==> config.mk <==
export PLATFORM = sky130hd
export DESIGN_NAME = wb_arbiter_n
export DESIGN_NICKNAME = d
export VERILOG_FILES = /design/src/rtl/wb_arbiter_n_pkg.sv /design/src/rtl/wb_arbiter_n_rr_pick.sv /design/src/rtl/wb_arbiter_n.sv
export SDC_FILE = /design/constraint.sdc
export NUM_CORES = 1
export LEC_CHECK = 0
export ABC_AREA = 1
export CAP_MARGIN = 40
export CELL_PAD_IN_SITES_DETAIL_PLACEMENT = 1
export CELL_PAD_IN_SITES_GLOBAL_PLACEMENT = 1
export CORE_MARGIN = 4
export CORE_UTILIZATION = 14
export CTS_BUF_LIST = sky130_fd_sc_hd__clkbuf_16
export DETAILED_ROUTE_END_ITERATION = 8
export PLACE_DENSITY = 0.95
export RECOVER_POWER = 100
export SLEW_MARGIN = 30
export SYNTH_ARGS = -nofsm -noshare
export SYNTH_HDL_FRONTEND = slang
export SYNTH_SLANG_ARGS = --single-unit
==> constraint.sdc <==
create_clock -name clk_i -period 4.1 [get_ports clk_i]
set_input_delay 1.23 -clock clk_i [delete_from_list [all_inputs] [get_ports clk_i]]
set_output_delay 1.23 -clock clk_i [all_outputs]
set_load 0.005 [all_outputs]
==> src/rtl/wb_arbiter_n_pkg.sv <==
// Shared types and helpers for the N-master Wishbone pipelined arbiter.
package wb_arb_pkg;

    typedef enum logic {
        ARB_FIXED = 1'b0,
        ARB_RR    = 1'b1
    } arb_mode_t;

    typedef enum logic {
        ARB_IDLE = 1'b0,
        ARB_BUSY = 1'b1
    } arb_state_t;

    // Widest one-hot vector the index helper accepts.
    localparam int ARB_MAX_NM = 32;

    // Index of the set bit in a one-hot vector (0 when no bit is set).
    function automatic int onehot_to_idx(input logic [ARB_MAX_NM-1:0] oh);
        int idx;
        idx = 0;
        for (int i = 0; i < ARB_MAX_NM; i++) begin
            if (oh[i]) begin
                idx = i;
            end
        end
        return idx;
    endfunction

endpackage

==> src/rtl/wb_arbiter_n_rr_pick.sv <==
// Combinational winner picker: fixed priority (lowest index) or round-robin
// (first requester after the pointer, wrapping).
module arb_rr_pick
    import wb_arb_pkg::*;
#(
    parameter int NM = 2,
    parameter int IW = (NM > 1) ? $clog2(NM) : 1
) (
    input  logic [NM-1:0] req,
    input  logic [IW-1:0] ptr,
    input  arb_mode_t     mode,
    output logic [NM-1:0] win
);

    logic [IW-1:0] idx;

    // Scan from the lowest-priority slot upward so the last hit is the winner.
    always_comb begin
        win = '0;
        idx = '0;
        if (mode == ARB_FIXED) begin
            for (int i = NM - 1; i >= 0; i--) begin
                if (req[i]) begin
                    win    = '0;
                    win[i] = 1'b1;
                end
            end
        end else begin
            for (int i = NM; i >= 1; i--) begin
                idx = IW'((int'(ptr) + i) % NM);
                if (req[idx]) begin
                    win      = '0;
                    win[idx] = 1'b1;
                end
            end
        end
    end

endmodule

==> src/rtl/wb_arbiter_n.sv <==
// N-master to 1-slave Wishbone pipelined arbiter with fixed or round-robin
// arbitration, outstanding-strobe tracking and grant hold until acks drain.
module wb_arbiter_n
    import wb_arb_pkg::*;
#(
    parameter int NM      = 2,
    parameter int AW      = 15,
    parameter int DW      = 32,
    parameter int MODE    = 0,
    parameter int MAX_OUT = 4
) (
    input  logic                 clk_i,
    input  logic                 rst_i,
    input  logic [NM-1:0]        cyc_i,
    input  logic [NM-1:0]        stb_i,
    input  logic [NM-1:0]        we_i,
    input  logic [NM*(DW/8)-1:0] sel_i,
    input  logic [NM*AW-1:0]     adr_i,
    input  logic [NM*DW-1:0]     m_dat_i,
    output logic [NM*DW-1:0]     m_dat_o,
    output logic [NM-1:0]        stall_o,
    output logic [NM-1:0]        ack_o,
    output logic                 cyc_o,
    output logic                 stb_o,
    output logic                 we_o,
    output logic [DW/8-1:0]      sel_o,
    output logic [AW-1:0]        adr_o,
    output logic [DW-1:0]        s_dat_o,
    input  logic [DW-1:0]        s_dat_i,
    input  logic                 ack_i,
    input  logic                 stall_i,
    output logic [NM-1:0]        grant_o,
    output logic                 err_o
);

    localparam int        SW       = DW / 8;
    localparam int        IW       = (NM > 1) ? $clog2(NM) : 1;
    localparam arb_mode_t ARB_MODE = (MODE == 1) ? ARB_RR : ARB_FIXED;
    localparam logic [3:0] OUT_MAX = 4'(MAX_OUT);

    arb_state_t    state, state_nxt;
    logic [NM-1:0] grant, grant_nxt;
    logic [IW-1:0] ptr, ptr_nxt;
    logic [3:0]    out_cnt, out_nxt;
    logic          err, err_nxt;

    logic          own_cyc, own_stb, own_we;
    logic [SW-1:0] own_sel;
    logic [AW-1:0] own_adr;
    logic [DW-1:0] own_dat;

    logic          busy, full, release_own, ack_fwd, accept;
    logic [NM-1:0] pick_req, win;

    // Route the current owner's bus signals toward the slave.
    always_comb begin
        own_cyc = 1'b0;
        own_stb = 1'b0;
        own_we  = 1'b0;
        own_sel = '0;
        own_adr = '0;
        own_dat = '0;
        for (int k = 0; k < NM; k++) begin
            if (grant[k]) begin
                own_cyc = cyc_i[k];
                own_stb = stb_i[k];
                own_we  = we_i[k];
                own_sel = sel_i[k*SW +: SW];
                own_adr = adr_i[k*AW +: AW];
                own_dat = m_dat_i[k*DW +: DW];
            end
        end
    end

    // The departing owner is never eligible on the edge that releases it.
    assign pick_req = (state == ARB_BUSY) ? (cyc_i & ~grant) : cyc_i;

    arb_rr_pick #(
        .NM (NM),
        .IW (IW)
    ) u_pick (
        .req  (pick_req),
        .ptr  (ptr),
        .mode (ARB_MODE),
        .win  (win)
    );

    // Slave-side and master-side handshakes for the granted master.
    always_comb begin
        busy        = (state == ARB_BUSY);
        full        = (out_cnt == OUT_MAX);
        release_own = busy & ~own_cyc;
        cyc_o       = busy & own_cyc;
        stb_o       = cyc_o & own_stb & ~full;
        we_o        = own_we;
        sel_o       = own_sel;
        adr_o       = own_adr;
        s_dat_o     = own_dat;
        accept      = stb_o & ~stall_i;
        ack_fwd     = busy & ack_i & (out_cnt != 4'd0);
        ack_o       = ack_fwd ? grant : '0;
        for (int k = 0; k < NM; k++) begin
            stall_o[k] = (busy & grant[k]) ? (stall_i | full) : cyc_i[k];
        end
    end

    assign m_dat_o = {NM{s_dat_i}};
    assign grant_o = grant;
    assign err_o   = err;

    // Next-state: arbitration, release/abort hand-over and outstanding count.
    always_comb begin
        state_nxt = state;
        grant_nxt = grant;
        ptr_nxt   = ptr;
        out_nxt   = out_cnt;
        err_nxt   = err | (ack_i & (out_cnt == 4'd0));
        case (state)
            ARB_IDLE: begin
                out_nxt = 4'd0;
                if (|win) begin
                    state_nxt = ARB_BUSY;
                    grant_nxt = win;
                    ptr_nxt   = IW'(onehot_to_idx(ARB_MAX_NM'(win)));
                end
            end
            ARB_BUSY: begin
                if (release_own) begin
                    // Abort or normal release: late acks are treated as stray.
                    out_nxt = 4'd0;
                    if (|win) begin
                        grant_nxt = win;
                        ptr_nxt   = IW'(onehot_to_idx(ARB_MAX_NM'(win)));
                    end else begin
                        state_nxt = ARB_IDLE;
                        grant_nxt = '0;
                    end
                end else if (accept && !ack_fwd) begin
                    out_nxt = out_cnt + 4'd1;
                end else if (ack_fwd && !accept) begin
                    out_nxt = out_cnt - 4'd1;
                end
            end
            default: begin
                state_nxt = ARB_IDLE;
                grant_nxt = '0;
                out_nxt   = 4'd0;
            end
        endcase
    end

    // State register with synchronous active-low reset.
    always_ff @(posedge clk_i) begin
        if (!rst_i) begin
            state   <= ARB_IDLE;
            grant   <= '0;
            ptr     <= IW'(NM - 1);
            out_cnt <= 4'd0;
            err     <= 1'b0;
        end else begin
            state   <= state_nxt;
            grant   <= grant_nxt;
            ptr     <= ptr_nxt;
            out_cnt <= out_nxt;
            err     <= err_nxt;
        end
    end

endmodule

==> summary by stage, run 1 <==
CTS
The clock tree from TritonCTS is built. For this design, the sink count on the clock tree is 8. The number of hold buffers added after CTS was 0.

Clock tree synthesis inserted a total of 3 buffers. In this run the number of H-tree levels came out at 1. Clock-pin slew was measured on the worst setup and hold paths at 40 ps. Counting along the longest clock path gives a buffer depth of 2. For the worst-skew pair, the clock arrives at the later sink with an insertion delay of 240 ps.

The post-cts resize count is 0. The root buffer cell chosen for the clock tree is sky130_fd_sc_hd__clkbuf_16. The post-CTS setup buffer count is 0.

Cells and area
Across the whole layout, storage elements account for 163 um2. Of the cells placed in the final design, the portion with a size suffix greater than 1 is 0.0306. Fill cells in the final layout number 1,585. The number of nets in the layout is 575. Relative to the synthesized area, the layout overhead comes to 82.6%. The count of inserted antenna diode cells is 0. Summing all multi-input logic gate instances after layout gives 1000 um2.

Min path
The worst min-delay path category is reg -> reg.

STA
Setup repair after global routing left no endpoint under its margin. The worst hold slack is 454 ps. The highest achievable clock rate is 253 MHz. The number of slew-limit violations in the final report is 0. For the pin with the worst max-slew slack, the measured transition is 1170 ps.

Setup violations remaining at the end of the flow were counted as 0. The clock skew after layout is 1.72 ps. In the finished design, the share of the clock period the worst path needs comes to 0.963. The smallest clock period supported by the final layout is computed as 3950 ps. After layout, the worst setup slack is 153 ps. The normalized max-slew margin is 0.220. The number of hold violations in the final report is 0. The post-route setup TNS is 0 ps.

Logic synthesis
The main combinational cell family by area after synthesis is simple AND/OR/NAND/NOR gates. The share of synthesized registers carrying an async set or reset is 0. The cell area that synthesis handed to floorplanning was 1800 um2. The adder-cell area share of the yosys netlist is 0.0321. The share of synthesized area in the top cell type comes to 0.276. The yosys synthesis warning count is 0. The netlist uses 19 different library cells. The net count after synthesis is 476. Ranked by instance count, the synthesized netlist is headed by 127 x sky130_fd_sc_hd__nand2_1, 66 x sky130_fd_sc_hd__buf_4, 59 x sky130_fd_sc_hd__nand3_1.

Counting flops with a built-in enable in the synthesized netlist gives 0. The cell count after synthesis is 328. The multiplexer share of the synthesized area is 0.

After synthesis, the cell types taking the most area are sky130_fd_sc_hd__buf_4 28%, sky130_fd_sc_hd__nand2_1 27%, sky130_fd_sc_hd__nand3_1 16%, sky130_fd_sc_hd__dfxtp_1 8.9%, sky130_fd_sc_hd__buf_2 4.2%. Counting flops and latches in the post-synthesis netlist gives 8. The post-synthesis share of cell area spent on and, or, nand and nor gates is 0.493. The most area-hungry cell type in the Yosys netlist is sky130_fd_sc_hd__buf_4.

The sequential cell area fraction in the yosys report is 0.0892. The compound-gate portion of the synthesized area was 0.0293. The xor and xnor area share after synthesis is 0.00488. In the synthesized netlist the dominant register cell turns out to be sky130_fd_sc_hd__dfxtp_1. After synthesis, the mean cell area works out to 5.47 um2. The most frequently used cell type in the post-synthesis netlist is sky130_fd_sc_hd__nand2_1.

Global routing
The wire length of the first global-routing pass is 11,800 um. The number of global-route vias before repair is 2,394. Summed over all layers, the global routing overflow is 0. The number of antenna violations at the first check in global routing is 0. The largest net degree at the start of global routing is 60.

Across every metal layer, demand over resource in global routing totals 0.0974.

Detailed routing
In this run, the number of DRC markers left after iteration 0 of detailed routing was 32. The wire length per cell after detailed routing is 13.1 um. The count of vias placed by the detailed router is 2,367. The remaining design rule violation count is 0. Summed over all layers, the routed wires come to 7850 um. The mean number of vias per cell is 3.96. The number of nets with antenna violations after detailed routing is 0.

The length of the first detailed-routing pass in iterations is 4.

Worst setup path
The worst-path maximum fanout is 4. The worst setup path startpoint is cyc_i[1]. Following the worst setup path forward leads to its endpoint at cyc_o.

The cell depth of the worst flop-to-flop path is 13. The longest individual stage delay on the worst path is 560 ps. The data required time of the worst path is 2870 ps. The element type at the critical path end is an output port. The kind of start point of the critical path is a primary input. The worst flop-to-flop path startpoint is grant_o[1]$_SDFFE_PN0P_. The cell type of the slowest stage on the worst timing path is sky130_fd_sc_hd__dlygate4sd3_1.

For the worst setup path, the data arrival time is 2720 ps. The cell type with the highest occurrence count on the critical path is sky130_fd_sc_hd__inv_1. The register-to-register setup slack is 1060 ps. The capture point of the worst reg-to-reg path is out_cnt[3]$_SDFFE_PN0P_. The critical path in this run is classified as in -> out. The signal on the critical path passes through clkdlybuf4s50_1 -> inv_1 -> nand2_1 -> nand3_2 -> inv_1 -> dlygate4sd3_1.

Die
The initial utilization of the core area, before any placement, comes to 0.143. The standard-cell row count is 41. The total I/O pin count is 269. The die is 121 um tall.

The area of the die is 14,700 um2. The core region area is 12,600 um2. The die width is 121 um.

Placement
At the placement stage, the worst setup path has a slack of 170 ps. The number of buffers inserted by port buffering is 172. The routability congestion estimate is 0.762. The HPWL reported at the end of detailed placement is 6530 um.

Flow run
The number of max-cap violations is 0.

Power and ir drop
For this design the ratio of total power to cell area is 169 nW/um2. For this design the static power due to leakage is 1.57 nW. The peak supply drop is 136 uV.

Run status
The flow ran to the end, and the final reports show no timing, DRC or antenna violations.
## cell usage in the layout, fill, tap and decap left out
master	netlist	layout
sky130_fd_sc_hd__a21oi_1	6	6
sky130_fd_sc_hd__o21ai_0	2	2
sky130_fd_sc_hd__inv_1	15	15
sky130_fd_sc_hd__inv_2	1	1
sky130_fd_sc_hd__clkdlybuf4s50_1	0	113
sky130_fd_sc_hd__ha_1	3	3
sky130_fd_sc_hd__a31oi_1	2	2
sky130_fd_sc_hd__nor3_1	2	2
sky130_fd_sc_hd__nand4_2	1	1
sky130_fd_sc_hd__dfxtp_1	8	6
sky130_fd_sc_hd__nand4_1	1	1
sky130_fd_sc_hd__nand2_2	2	2
sky130_fd_sc_hd__nand2_1	127	127
sky130_fd_sc_hd__nand3_2	2	1
sky130_fd_sc_hd__clkbuf_16	0	3
sky130_fd_sc_hd__nor2_1	14	14
sky130_fd_sc_hd__dlygate4sd3_1	0	59
sky130_fd_sc_hd__buf_12	0	2
sky130_fd_sc_hd__xnor2_1	1	1
sky130_fd_sc_hd__dfxtp_2	0	2
sky130_fd_sc_hd__nand3_1	59	60
sky130_fd_sc_hd__clkbuf_2	0	1
sky130_fd_sc_hd__fa_1	1	1
## critical path, delay by kind of cell
| kind | cells | cell delay, ps |
|---|---|---|
| simple gates | 2 | 250 |
| buf+inv | 4 | 1230 |
## worst min-delay path by stage
stage / endpoint / startpoint / slack (ps) / depth (start not counted)
floorplan: err_o$_SDFF_PN0_ / err_o$_SDFF_PN0_ / 440 / 2
global placement: err_o$_SDFF_PN0_ / err_o$_SDFF_PN0_ / 440 / 2
CTS: err_o$_SDFF_PN0_ / err_o$_SDFF_PN0_ / 460 / 2
global route: err_o$_SDFF_PN0_ / err_o$_SDFF_PN0_ / 480 / 2
detailed placement: err_o$_SDFF_PN0_ / err_o$_SDFF_PN0_ / 450 / 2
finish: err_o$_SDFF_PN0_ / err_o$_SDFF_PN0_ / 450 / 2
## sequential cells by signal, indices dropped and copies added, names as in the netlist
register	cells
grant_o	2
err_o	1
out_cnt	4
busy	1
## report_power, final
| group | total (mW) | switching (mW) | internal [mW] |
|---|---|---|---|
| sequential | 0.0931 | 0.0114 | 0.0817 |
| clock | 0.167 | 0.0413 | 0.126 |
| combinational | 0.293 | 0.105 | 0.187 |
| total | 0.553 | 0.158 | 0.395 |
## cell type report
cell class | count | share of cell area
well taps | 172 | 0.0656
inverters | 16 | 0.0183
flip-flops and latches | 8 | 0.0496
multi-input cells | 223 | 0.305
clock buffers | 3 | 0.0229
repair buffers | 175 | 0.539
## per-layer routing
layer  global-route usage  vias up  wire length (um)
met3               0.0378       27               920
met1                0.108     1051              2950
li1                     -     1167                 -
met5                    0        -                 0
met4               0.0350        0               244
met2                0.169      122              3730
## through the flow
stage               total power [mW]  instance area, um2  cells   util
CTS                            0.584                3290    597  0.262
finish                         0.553                3280    597  0.261
floorplan                      0.233                1800    328      -
global placement               0.406                3210    594  0.256
detailed placement             0.412                3210    594  0.256
global route                   0.589                3280    597  0.261
## cell families after synthesis
family                   Yosys count
AO/OA/AOI/OAI                     10
XOR/XNOR                           1
adder cells (fa/ha/maj)            4
buffers and inverters             97
flip-flops                         8
AND/OR/NAND/NOR                  208
No activity file was read; power rests on OpenSTA's default activity.
==> run 2, diff against run 1 <==
--- a/config.mk
+++ b/config.mk
@@ -15,7 +15,7 @@
 export DETAILED_ROUTE_END_ITERATION = 8
 export PLACE_DENSITY = 0.95
 export RECOVER_POWER = 100
-export SLEW_MARGIN = 30
+export SLEW_MARGIN = 10
 export SYNTH_ARGS = -nofsm -noshare
 export SYNTH_HDL_FRONTEND = slang
 export SYNTH_SLANG_ARGS = --single-unit
==> results of run 2 <==
Same layout as run 1: the final DEF is identical, and so are final timing and power.
==> run 3, diff against run 2 <==
--- a/config.mk
+++ b/config.mk
@@ -7,15 +7,14 @@
 export LEC_CHECK = 0
 export ABC_AREA = 1
 export CAP_MARGIN = 40
-export CELL_PAD_IN_SITES_DETAIL_PLACEMENT = 1
-export CELL_PAD_IN_SITES_GLOBAL_PLACEMENT = 1
-export CORE_MARGIN = 4
-export CORE_UTILIZATION = 14
+export CORE_AREA = 4 4 102 104
 export CTS_BUF_LIST = sky130_fd_sc_hd__clkbuf_16
 export DETAILED_ROUTE_END_ITERATION = 8
-export PLACE_DENSITY = 0.95
+export DIE_AREA = 0 0 106 108
+export PLACE_DENSITY = 0.77
 export RECOVER_POWER = 100
 export SLEW_MARGIN = 10
 export SYNTH_ARGS = -nofsm -noshare
 export SYNTH_HDL_FRONTEND = slang
 export SYNTH_SLANG_ARGS = --single-unit
+export TNS_END_PERCENT = 50
==> run 3 against run 2 <==
  * Wire length is 1.9% lower
  * Clock-buffer cell count stayed put
  * First-iteration DRC count grew to 4.5 times the previous value
  * Worst setup slack worse by 29 ps
  * Via count is 0.63% lower
  * Worst hold slack worse by 5.4 ps
  * Largest cell class unchanged
  * Largest power group unchanged
==> summary by stage, run 3 (synthesized netlist as in run 1, its figures left out) <==
CTS
Clock tree synthesis found a total of 8 sinks. The post-cts resize count is 0. The longest clock path from root to sink contains 2 buffers. The clock edge transition at the registers on the reported setup and hold paths is 40 ps. The CTS H-tree depth is 1. The clock tree from TritonCTS is built. The source-to-sink clock delay at the later pin of the worst-skew pair is 230 ps.

The number of clock buffers inserted by TritonCTS is 3. The post-CTS setup buffer count is 0. Hold repair after CTS inserted 0 buffers.

Clock tree synthesis selected as its root buffer the cell sky130_fd_sc_hd__clkbuf_16.

Worst setup path
The capture point of the worst reg-to-reg path is out_cnt[3]$_SDFFE_PN0P_. The category of the most critical setup path is in -> out. The sum of buffers and inverters on the critical path is 3. The data required time of the worst path is 2870 ps.

The cell depth of the worst flop-to-flop path is 13. In this run the worst path has a maximum fanout of 4. The kind of start point of the critical path is a primary input. The cell type with the highest occurrence count on the critical path is sky130_fd_sc_hd__clkdlybuf4s50_1. On the critical path, the stage with the largest delay is an instance of sky130_fd_sc_hd__clkdlybuf4s50_1. The register-to-register setup slack is 1190 ps. The critical path goes through clkdlybuf4s50_1 -> inv_1 -> nand2_1 -> nand3_2 -> nor2_1 -> clkdlybuf4s50_1. The critical path runs through a total of 6 cells.

The gate family responsible for the most delay along the worst path is buffers and inverters. The worst flop-to-flop path startpoint is grant_o[1]$_SDFFE_PN0P_. Data on the critical path arrives at its endpoint at 2750 ps. On the worst path, the slowest cell contributes a delay of 550 ps. The worst setup path is captured at an output port.

Placement
The congestion estimate from routability-driven global placement came to 0.793. After legalization and detailed placement, the total HPWL measured 6100 um. The number of buffers inserted by port buffering is 172.

Cells and area
Compared with the post-synthesis result, the final layout area differs by 78.5%. The sequential cells in the finished layout cover a total of 161 um2. The most common library cell in the layout ignoring fill and taps is sky130_fd_sc_hd__nand2_1. In the final layout, the multi-input gates occupy 1000 um2. 0 antenna diodes ended up in the layout. The number of flip-flops in the largest register is 4. Of the cells placed in the final design, the portion with a size suffix greater than 1 is 0.0282.

The number of nets in the layout is 576. out_cnt holds more flip-flops than any other register. The count of filler cells inserted in the layout is 1,017. At the end of the flow the core is filled with cells to 0.336. In the layout the commonest cells are 127 x sky130_fd_sc_hd__nand2_1, 121 x sky130_fd_sc_hd__clkdlybuf4s50_1, 60 x sky130_fd_sc_hd__nand3_1, 51 x sky130_fd_sc_hd__dlygate4sd3_1, 15 x sky130_fd_sc_hd__inv_1.

STA
The worst path needs 3980 ps of the cycle, external delays included. Final hold analysis gives a worst-case slack of 449 ps. In the finished design, the share of the clock period the worst path needs comes to 0.970.

The number of slew-limit violations in the final report is 0. Setup repair after global routing left no endpoint under its margin. After routing, the total negative slack on setup checks comes to 0 ps.

The normalized max-slew margin is 0.232. The slew at the pin closest to its max-slew limit is 1150 ps. The number of hold violations in the final report was 0. Based on the critical path, the design can be clocked at up to 251 MHz. On the final layout, the worst clock skew is 1.87 ps. Setup violations remaining at the end of the flow were counted as 0.

Detailed routing
The length of the first detailed-routing pass in iterations is 4. The remaining design rule violation count is 0. The count of vias placed by the detailed router is 2,352.

The number of nets with antenna violations after detailed routing is 0. In the routed layout, each cell is associated on average with a via count of 4.21. The wire length per cell after detailed routing is 13.8 um. The DRC marker count from the first detailed-route iteration is 145.

For this block, the routed nets add up to 7700 um of wire.

Die
In this run the standard cell core region covers 9550 um2. The die covers 11,400 um2. 269 I/O pins were placed. The die width is 106 um. The starting density of the core is 0.188. The standard-cell row count is 36. From bottom edge to top edge, the die measures 108 um.

Power and ir drop
For this design the ratio of total power to cell area is 173 nW/um2. Across the VDD grid, the largest voltage drop is 162 uV. The analysis attributes to cell leakage a power of 1.54 nW.

Global routing
The remaining global-route overflow is 0. The number of global-route vias before repair was 2,324. The global-route usage over all layers is 0.122. The first global-routing pass estimated 11,500 um of wire. The number of antenna violations at the first check in global routing came to 0. The largest net degree at the start of global routing is 60.

Min path
In this run the worst hold path is classified as reg -> reg. The path with the worst hold slack has its endpoint at err_o$_SDFF_PN0_. The startpoint of the lowest-slack hold path is err_o$_SDFF_PN0_. Along the worst hold path, the cell count comes to 2.

Run status
The run finished with clean final reports.

Flow run
The tool flagged a number of max-cap violations equal to 0.
[run 3: changes by cell type in the layout (fill, tap and decap cells not counted)]
cell | previous run | this run
sky130_fd_sc_hd__buf_12 | 2 | 0
sky130_fd_sc_hd__buf_4 | 0 | 1
sky130_fd_sc_hd__clkbuf_1 | 0 | 1
sky130_fd_sc_hd__clkbuf_2 | 1 | 2
sky130_fd_sc_hd__clkdlybuf4s50_1 | 113 | 121
sky130_fd_sc_hd__dfxtp_1 | 6 | 7
sky130_fd_sc_hd__dfxtp_2 | 2 | 1
sky130_fd_sc_hd__dlygate4sd3_1 | 59 | 51
[run 3: power breakdown]
part / leakage, nW / switching, mW / internal [mW]
Clock: 0.0370 / 0.0394 / 0.126
Sequential: 0.0659 / 0.0111 / 0.0815
Combinational: 1.44 / 0.110 / 0.186
[run 3: how the worst max path moves through the flow]
stage / start / to / slack [ps]
after floorplan: cyc_i[1] / stb_o / 1290
after global placement: cyc_i[0] / stb_o / 200
after detailed placement: cyc_i[0] / stb_o / 180
after CTS: cyc_i[1] / stb_o / 170
after global routing: grant_o[0]$_SDFFE_PN0P_ / adr_o[1] / 40
final: cyc_i[1] / stb_o / 120
[run 3: final cells by class]
type | instances | area share
repair buffers | 176 | 0.544
multi-input cells | 223 | 0.312
well taps | 133 | 0.0519
flip-flops and latches | 8 | 0.0504
clock buffers | 3 | 0.0234
inverters | 16 | 0.0187
[run 3: stage by stage]
step	area (um2)	setup slack [ps]	std cells	power, mW
after floorplan	1800	1290	328	0.233
after global placement	3150	201	556	0.406
after detailed placement	3150	185	556	0.409
after CTS	3220	171	559	0.580
after global routing	3210	43.8	559	0.589
final	3210	124	559	0.554
[run 3: routing by layer]
metal / global-route usage / routed length [um]
met1: 0.136 / 2880
met2: 0.209 / 3630
met3: 0.0460 / 915
met4: 0.0527 / 276
met5: 0 / 0
[run 3: tightest hold or removal path, cell delays in order (launching register included)]
cell	delay, ps
sky130_fd_sc_hd__dfxtp_1	300
sky130_fd_sc_hd__inv_1	40
sky130_fd_sc_hd__a21oi_1	50
